`config.mk`:
```
export PLATFORM = sky130hd
export DESIGN_NAME = debug_loader
export DESIGN_NICKNAME = d
export VERILOG_FILES = /design/src/rtl/debug_loader.sv
export SDC_FILE = /design/constraint.sdc
export NUM_CORES = 1
export LEC_CHECK = 0
export CAP_MARGIN = 20
export CORE_MARGIN = 2
export CORE_UTILIZATION = 38
export DETAILED_ROUTE_END_ITERATION = 10
export GPL_ROUTABILITY_DRIVEN = 0
export HOLD_SLACK_MARGIN = 0.15
export PLACE_DENSITY_LB_ADDON = 0.08
export SYNTH_ARGS = -nofsm -noshare
export SYNTH_HDL_FRONTEND = slang
export SYNTH_SLANG_ARGS = --single-unit
```
`constraint.sdc`:
```
create_clock -name clk -period 3.2 [get_ports clk]
set_clock_uncertainty 0.05 [all_clocks]
set_input_delay 0.64 -clock clk [delete_from_list [all_inputs] [get_ports clk]]
set_output_delay 0.64 -clock clk [all_outputs]
set_load 0.1 [all_outputs]
```
`src/rtl/debug_loader.sv`:
```
// debug_loader: host-side control for the pipelined MIPS datapath.
// Receives commands and program bytes over the UART and writes little-endian
// words into instruction memory. Controls the datapath reset and the pipeline
// enable (free-run or single step), and reports status bytes back over the UART.
module debug_loader #(
   parameter int NBITS    = 32,
   parameter int MEM_SIZE = 7
) (
   input  logic                clk,
   input  logic                rst,
   input  logic [7:0]          i_rx_data,
   input  logic                i_rx_valid,
   input  logic                i_halt,
   input  logic                i_tx_busy,
   output logic                o_imem_we,
   output logic [MEM_SIZE-1:0] o_imem_addr,
   output logic [NBITS-1:0]    o_imem_data,
   output logic                o_pipe_rst,
   output logic                o_pipe_en,
   output logic [7:0]          o_tx_data,
   output logic                o_tx_start,
   output logic [2:0]          o_state
);

   localparam int BYTES = NBITS / 8;
   localparam int BCW   = (BYTES > 1) ? $clog2(BYTES) : 1;
   localparam int WCW   = (MEM_SIZE + 1 > 8) ? MEM_SIZE + 1 : 8;

   localparam logic [BCW-1:0]      LAST_BYTE = BCW'(BYTES - 1);
   localparam logic [MEM_SIZE-1:0] LAST_ADDR = '1;

   localparam logic [7:0] CMD_LOAD = 8'h4C;
   localparam logic [7:0] CMD_CONT = 8'h43;
   localparam logic [7:0] CMD_STEP = 8'h53;
   localparam logic [7:0] RSP_HALT = 8'h48;
   localparam logic [7:0] RSP_STEP = 8'h53;

   typedef enum logic [2:0] {
      IDLE = 3'd0,
      LOAD = 3'd1,
      RUN  = 3'd2,
      STEP = 3'd3,
      TX   = 3'd4
   } state_t;

   state_t              state, state_n;
   logic                imem_we_n;
   logic [MEM_SIZE-1:0] imem_addr_n;
   logic [NBITS-1:0]    imem_data_n;
   logic                pipe_rst_n;
   logic                pipe_en_n;
   logic [7:0]          tx_data_n;
   logic                tx_start_n;
   logic [BCW-1:0]      byte_cnt, byte_cnt_n;
   logic [WCW-1:0]      word_cnt, word_cnt_n;
   logic                halted, halted_n;
   logic [NBITS-1:0]    asm_word, asm_word_n;

   assign o_state = state;

   // Register every output and all internal state.
   always_ff @(posedge clk or negedge rst) begin
      if (!rst) begin
         state       <= IDLE;
         o_imem_we   <= 1'b0;
         o_imem_addr <= '0;
         o_imem_data <= '0;
         o_pipe_rst  <= 1'b1;
         o_pipe_en   <= 1'b0;
         o_tx_data   <= '0;
         o_tx_start  <= 1'b0;
         byte_cnt    <= '0;
         word_cnt    <= '0;
         halted      <= 1'b0;
         asm_word    <= '0;
      end else begin
         state       <= state_n;
         o_imem_we   <= imem_we_n;
         o_imem_addr <= imem_addr_n;
         o_imem_data <= imem_data_n;
         o_pipe_rst  <= pipe_rst_n;
         o_pipe_en   <= pipe_en_n;
         o_tx_data   <= tx_data_n;
         o_tx_start  <= tx_start_n;
         byte_cnt    <= byte_cnt_n;
         word_cnt    <= word_cnt_n;
         halted      <= halted_n;
         asm_word    <= asm_word_n;
      end
   end

   // Next-state and next-output decode for command, load, run/step and reply.
   always_comb begin
      state_n     = state;
      imem_we_n   = 1'b0;
      imem_addr_n = o_imem_addr;
      imem_data_n = o_imem_data;
      pipe_rst_n  = o_pipe_rst;
      pipe_en_n   = 1'b0;
      tx_data_n   = o_tx_data;
      tx_start_n  = 1'b0;
      byte_cnt_n  = byte_cnt;
      word_cnt_n  = word_cnt;
      halted_n    = halted;
      asm_word_n  = asm_word;

      case (state)
         IDLE: begin
            if (i_rx_valid) begin
               case (i_rx_data)
                  CMD_LOAD: begin
                     state_n     = LOAD;
                     imem_addr_n = '0;
                     word_cnt_n  = '0;
                     byte_cnt_n  = '0;
                     halted_n    = 1'b0;
                     pipe_rst_n  = 1'b1;
                     asm_word_n  = '0;
                  end
                  CMD_CONT: begin
                     if (halted) begin
                        state_n   = TX;
                        tx_data_n = RSP_HALT;
                     end else begin
                        state_n   = RUN;
                        pipe_en_n = 1'b1;
                     end
                  end
                  CMD_STEP: begin
                     if (halted) begin
                        state_n   = TX;
                        tx_data_n = RSP_HALT;
                     end else begin
                        state_n   = STEP;
                        pipe_en_n = 1'b1;
                     end
                  end
                  default: ;
               endcase
            end
         end

         LOAD: begin
            // The write cycle advances the address; a byte arriving in that same
            // cycle (back-to-back strobes) already sees the advanced address.
            if (o_imem_we) begin
               imem_addr_n = o_imem_addr + 1'b1;
               word_cnt_n  = word_cnt + 1'b1;
               if ((o_imem_data == '1) || (o_imem_addr == LAST_ADDR)) begin
                  pipe_rst_n = 1'b0;
                  state_n    = TX;
                  tx_data_n  = word_cnt_n[7:0];
               end
            end
            if (i_rx_valid && (state_n == LOAD)) begin
               // Shift in from the top so the first byte ends up in bits 7:0.
               asm_word_n                = asm_word >> 8;
               asm_word_n[NBITS-1 -: 8]  = i_rx_data;
               if (byte_cnt == LAST_BYTE) begin
                  imem_we_n   = 1'b1;
                  imem_data_n = asm_word_n;
                  byte_cnt_n  = '0;
               end else begin
                  byte_cnt_n = byte_cnt + 1'b1;
               end
            end
         end

         RUN: begin
            if (i_halt) begin
               halted_n  = 1'b1;
               state_n   = TX;
               tx_data_n = RSP_HALT;
            end else begin
               pipe_en_n = 1'b1;
            end
         end

         STEP: begin
            state_n = TX;
            if (i_halt) begin
               halted_n  = 1'b1;
               tx_data_n = RSP_HALT;
            end else begin
               tx_data_n = RSP_STEP;
            end
         end

         TX: begin
            if (!i_tx_busy) begin
               tx_start_n = 1'b1;
               state_n    = IDLE;
            end
         end

         default: state_n = IDLE;
      endcase
   end

endmodule

```
==> flow_summary.toml, run 1 <==
[run_status]
outcome = "complete, no violations"

[logic_synthesis]
netlist_instances = 361
synth_largest_area_cell = "dfrtp_1"
synth.most_common_cell = "dfrtp_1"
synth_edf_count = 0
ys_top_cells_by_area = "dfrtp_1, mux2_4, o21ai_0"
ys_ff_latch = 89
yosys.area.top_type_share_pct = 53.5
ys_top_cells_by_count = "dfrtp_1, o21ai_0, nand2_1, mux2_4, nand4_1"
syn_area_sq_um = 4110
synth.avg_cell_area_sq_um = 11.4
synth_fp_nets = 377
synth_cell_types = 50
ys_warn_count = 0
synthFlopType = "dfrtp_1"
ys_seq_area_share_pct = 54.2
synth-async-reset-ratio_pct = 100

[global_routing]
grt_first_pass_wirelength_microns = 15300
grt_pass1_vias = 2849
gr-total-overflow = 0
gr-usage-all-layers_pct = 17.1
antenna_found_initial = 0
grt_max_degree = 39

[setup_path]
worstReg2RegStart = "o_imem_addr[0]$_DFFE_PN0P_"
crit_required_ns = 3.39
rr_worst_depth = 7
cp.arrival_ns = 2.84
crit_type = "input pin to register"
start_kind = "input pin"
rr_endpoint = "asm_word[26]$_DFFE_PN0P_"
crit_chain = "clkdlybuf4s50_1 > or3b_4 > o311a_1 > a211o_1 > a31oi_4 > mux2_4"
cp_max_fo = 7
cp_top_family = "compound AO/OA/AOI/OAI gates"
reg2reg_slack_ns = 0.80
path_buf_inv = 1
end_kind = "register"
critical-path-slowest-cell = "clkdlybuf4s50_1"
slowest_delay_ns = 0.48

[place]
hpwl_microns = 6660
place_inst = 559
port_buffers = 66

[hold_path]
holdCritPathClass = "input pin to async pin"

[layout]
fin_nets = 450
diodes = 0
syn2layout_area_growth_pct = 20.4
layout.cells.non_filler = 574
drive_above_1_share_pct = 29.7
fill_cells = 1006

[sta]
timing.final.crit_share_pct = 82.9
fin_setup_tns_ns = 0
finalCriticalPeriod_ns = 2.65
report.final.hold_viol_count = 0
max_freq_mhz = 377
rsz0062_at_grt = "no"
setup_viol = 0
drv_slew = 0
slew_headroom_pct = 64.7
worst_pin_slew_ns = 0.530

[detailed_routing]
vias_per_cell = 5.10
via_count = 2925
drt_iter0_drc = 102
wl_microns = 9340
dr.pass1.iters = 4
final_antenna_net_count = 0
drc = 0
avgRoutedWirePerCell_microns = 16.3

[cts]
post_cts_buffers = 0
numCtsBuffers = 9
h-tree-depth = 3
cts_resized = 0
clk_latency_ns = 0.35
cts_tree = "yes"
clock-sinks = 89
clockBufferDepth = 2
clkSlewWorstSetupHoldPaths_ns = 0.08
root_buffer = "clkbuf_8"
ctsHoldBuffers = 0

[run]
drv_cap = 0

[floorplan]
rows = 37
start_util_pct = 39.5
die_h_microns = 108
die_area_sq_um = 11700
ioPinCount = 67
die_width_microns = 108
core-area_sq_um = 10400
[sequential cells by signal (all words and copies together) (netlist names)]
signal / flops
o_pipe_en: 1
o_imem_data: 32
asm_word: 24
halted: 1
o_state: 3
o_tx_start: 1
byte_cnt: 2
word_cnt: 8
o_imem_addr: 7
o_imem_we: 1
o_pipe_rst: 1
o_tx_data: 8
[cell families after synthesis]
logic type	after synthesis	share of synthesized area [%]
adders and majority gates	3	0.913
xor gates and xnor gates	9	1.92
and+or+nand+nor	109	13.6
DFF	89	54.2
buffers and inverters	27	3.65
AOI/OAI and AO/OA	87	12.8
muxes	37	13.0
[worst max-delay path by stage]
| stage | startpoint | to | slack (ns) | depth (start not counted) |
|---|---|---|---|---|
| floorplan | o_imem_data[15]$_DFFE_PN0P_ | o_imem_data[12]$_DFFE_PN0P_ | 0.43 | 6 |
| CTS | i_rx_data[6] | o_tx_data[0]$_DFFE_PN0P_ | 0.56 | 6 |
| global route | i_rx_data[6] | o_tx_data[1]$_DFFE_PN0P_ | 0.50 | 6 |
| finish | i_rx_data[6] | o_tx_data[1]$_DFFE_PN0P_ | 0.55 | 6 |
| detailed placement | i_rx_data[6] | o_tx_data[0]$_DFFE_PN0P_ | 0.18 | 6 |
| global placement | i_rx_data[6] | o_tx_data[4]$_DFFE_PN0P_ | 0.19 | 6 |
[routing by layer]
metal | part of all wire [%] | vias up | GRT usage [%]
met3 | 4.5 | 10 | 2.83
met1 | 52 | 1424 | 26.7
li1 | - | 1418 | -
met2 | 42 | 73 | 23.1
met4 | 1.4 | 0 | 7.14
met5 | 0 | - | 0
[layout make-up]
type	count	area (sq um)	area share, %
repair buffers	81	636	12.8
clock inverters	3	18.8	0.379
well taps	136	170	3.44
multi-input cells	245	1740	35.0
clock buffers	12	135	2.73
inverters	8	30.0	0.606
flip-flops and latches	89	2230	45.0
[cells in the final DEF (no fill, tap or decap), drive strengths merged, types with 6 or more instances in the layout]
cell type	instances
a21oi	6
and2	8
buf	70
clkbuf	12
clkdlybuf4s50	11
dfrtp	88
inv	8
mux2	35
nand2	51
nand3	6
nand4	11
nor2	10
o21ai	67
xnor2	8
[stage by stage]
step | hold WS, ns | utilization [%] | setup slack, ns | area (sq um)
6_report | 0.204 | 47.6 | 0.547 | 4950
5_1_grt | 0.225 | 47.6 | 0.497 | 4950
4_1_cts | 0.207 | 47.6 | 0.560 | 4950
3_3_place_gp | 0.403 | 46.1 | 0.195 | 4800
3_5_place_dp | 0.404 | 46.1 | 0.181 | 4800
2_1_floorplan | 0.294 | - | 0.431 | 4110
Power of run 1 is left out: the tool's default activity adds up to more than one toggle a clock period on the data nets, which glitch-free logic cannot reach.
==> inputs of run 2 (changes only) <==
==> constraint.sdc (replaced) <==
create_clock -name clk -period 2.58 [get_ports clk]
set_clock_uncertainty 0.05 [all_clocks]
set_input_delay 0.516 -clock clk [delete_from_list [all_inputs] [get_ports clk]]
set_output_delay 0.516 -clock clk [all_outputs]
set_load 0.1 [all_outputs]
==> flow_summary.toml, run 2 (synthesis results as in run 1) <==
[run_status]
outcome = "complete, no violations"

[setup_path]
reg2reg_slack_ns = 0.36
critical-path-slowest-cell = "clkdlybuf4s50_1"
start_kind = "input pin"
crit_type = "input pin to register"
crit_required_ns = 2.77
cp.arrival_ns = 2.65
slowest_delay_ns = 0.47
worstReg2RegStart = "o_imem_data[14]$_DFFE_PN0P_"
rr_worst_depth = 7
crit_chain = "clkdlybuf4s50_1 > or3b_4 > o311a_1 > a211o_1 > a31oi_4 > mux2_4"
end_kind = "register"
rr_endpoint = "o_imem_data[27]$_DFFE_PN0P_"
cp_max_fo = 6

[layout]
ff_latch_area_sq_um = 2270
layout.cells.non_filler = 585
fin_area_sq_um = 5110
fin_nets = 460
multiInputGateArea_sq_um = 1740
diodes = 0
mostFrequentLayoutCell = "buf_4"
fill_cells = 996
top_register = "o_imem_data"
syn2layout_area_growth_pct = 24.2
drive_above_1_share_pct = 39.4
largest_register_ffs = 32
most-common-layout-cells = "buf_4, o21ai_0, dfrtp_1, nand2_1, dfrtp_2"
largestRegisters = "o_imem_data: 32 flops, asm_word: 24 flops"

[detailed_routing]
via_count = 2969
drt_iter0_drc = 142
dr.pass1.iters = 4
avgRoutedWirePerCell_microns = 16.2
final_antenna_net_count = 0
vias_per_cell = 5.08
wl_microns = 9500
drc = 0

[sta]
max_freq_mhz = 407
drv_slew = 0
slew_headroom_pct = 68.2
rsz0062_at_grt = "no"
setup_viol = 0
report.final.hold_viol_count = 0
worst_pin_slew_ns = 0.477
timing.final.crit_share_pct = 95.3
finalCriticalPeriod_ns = 2.46

[floorplan]
die_width_microns = 108
die_h_microns = 108
core-area_sq_um = 10400
die_area_sq_um = 11700
rows = 37
start_util_pct = 39.5
ioPinCount = 67

[global_routing]
grt_pass1_vias = 2960
grt_first_pass_wirelength_microns = 16000
met1_usage_pct = 27.1
grt_max_degree = 58
met3_usage_pct = 3.19
antenna_found_initial = 0
gr-total-overflow = 0
use_met2_pct = 25.5
gr-usage-all-layers_pct = 17.9
grt_busiest_layer = "met1"

[hold_path]
hold_end = "o_pipe_rst$_DFFE_PN1P_"
min_path_cells = 2
min_from = "o_pipe_rst$_DFFE_PN1P_"
holdCritPathClass = "register to register"

[cts]
numCtsBuffers = 9
cts_tree = "yes"
root_buffer = "clkbuf_8"
clkSlewWorstSetupHoldPaths_ns = 0.09
clockBufferDepth = 2
cts_resized = 0
h-tree-depth = 3
clock-sinks = 89
clk_latency_ns = 0.36

[run]
drv_cap = 0

[pwr]
ir_drop_uv = 657
cellPowerDensity_nw_per_um2 = 1360
p_leak_nw = 2.41

[place]
placed_area_sq_um = 4920
port_buffers = 66
place_inst = 568
hpwl_microns = 6610
-- run 2: changes by cell type in the layout (fill, tap and decap cells not counted) --
cell | previous run | this run
buf_12 | 0 | 1
clkinv_2 | 2 | 1
buf_4 | 70 | 78
dfrtp_1 | 88 | 54
clkbuf_1 | 3 | 0
clkinvlp_4 | 0 | 2
clkinv_4 | 1 | 2
dfrtp_2 | 0 | 34
dlygate4sd3_1 | 0 | 1
inv_6 | 0 | 2
-- run 2: cell type report --
type | count | share of cell area, %
inverter | 8 | 0.588
clock buffer | 9 | 2.42
tap | 136 | 3.33
clock inverter | 7 | 1.08
sequential | 89 | 44.4
multi-input combinational | 245 | 34.0
timing repair buffer | 91 | 14.2
-- run 2: metal layers --
metal  share of wire, %  wire length, microns
met1                 51                  4860
met3                3.8                   358
met5                  0                     0
met4                1.4                   136
met2                 44                  4150
-- run 2: where the power goes --
group          total, mW  switching [mW]  leakage [nW]  internal, mW
clock network      0.887           0.529        0.0862         0.358
logic               3.67            2.68          1.24         0.987
registers           2.39           0.457          1.09          1.93
-- run 2: worst max-delay path by stage --
| stage | start | to | slack [ns] | cells past startpoint |
|---|---|---|---|---|
| after floorplan | o_imem_addr[0]$_DFFE_PN0P_ | o_imem_data[0]$_DFFE_PN0P_ | 0.03 | 6 |
| after global placement | i_rx_data[6] | o_tx_data[4]$_DFFE_PN0P_ | -0.24 | 6 |
| after detailed placement | i_rx_data[6] | o_tx_data[4]$_DFFE_PN0P_ | -0.25 | 6 |
| after CTS | i_rx_data[6] | o_tx_data[1]$_DFFE_PN0P_ | 0.14 | 6 |
| after global routing | i_rx_data[6] | word_cnt[4]$_DFFE_PN0P_ | 0.07 | 7 |
| final | i_rx_data[6] | o_tx_data[1]$_DFFE_PN0P_ | 0.12 | 6 |
-- run 2: critical path, delay by kind of cell --
family	cells	cell delay, ns
multiplexers	1	0.33
AO/OA/AOI/OAI	3	0.94
buffers and inverters	1	0.47
AND/OR/NAND/NOR	1	0.39
-- run 2: metrics by stage --
stage / hold WS [ns] / setup TNS [ns] / utilization, % / power, mW / setup slack, ns
after global routing: 0.444 / 0 / 49.1 / 7.34 / 0.0656
final: 0.419 / 0 / 49.1 / 6.94 / 0.120
after CTS: 0.421 / 0 / 49.1 / 7.01 / 0.136
after detailed placement: 0.407 / -5.07 / 47.3 / 6.11 / -0.245
after global placement: 0.402 / -4.66 / 47.3 / 6.07 / -0.237
after floorplan: 0.170 / 0 / - / 5.26 / 0.0308
-- run 2: what timing repair did --
item	4_1_cts	5_1_grt
hold buffers	1	0
setup buffers	0	0
setup endpoints to repair	0	0
hold endpoints to repair	31	0
Power figures use the tool's default switching activity.
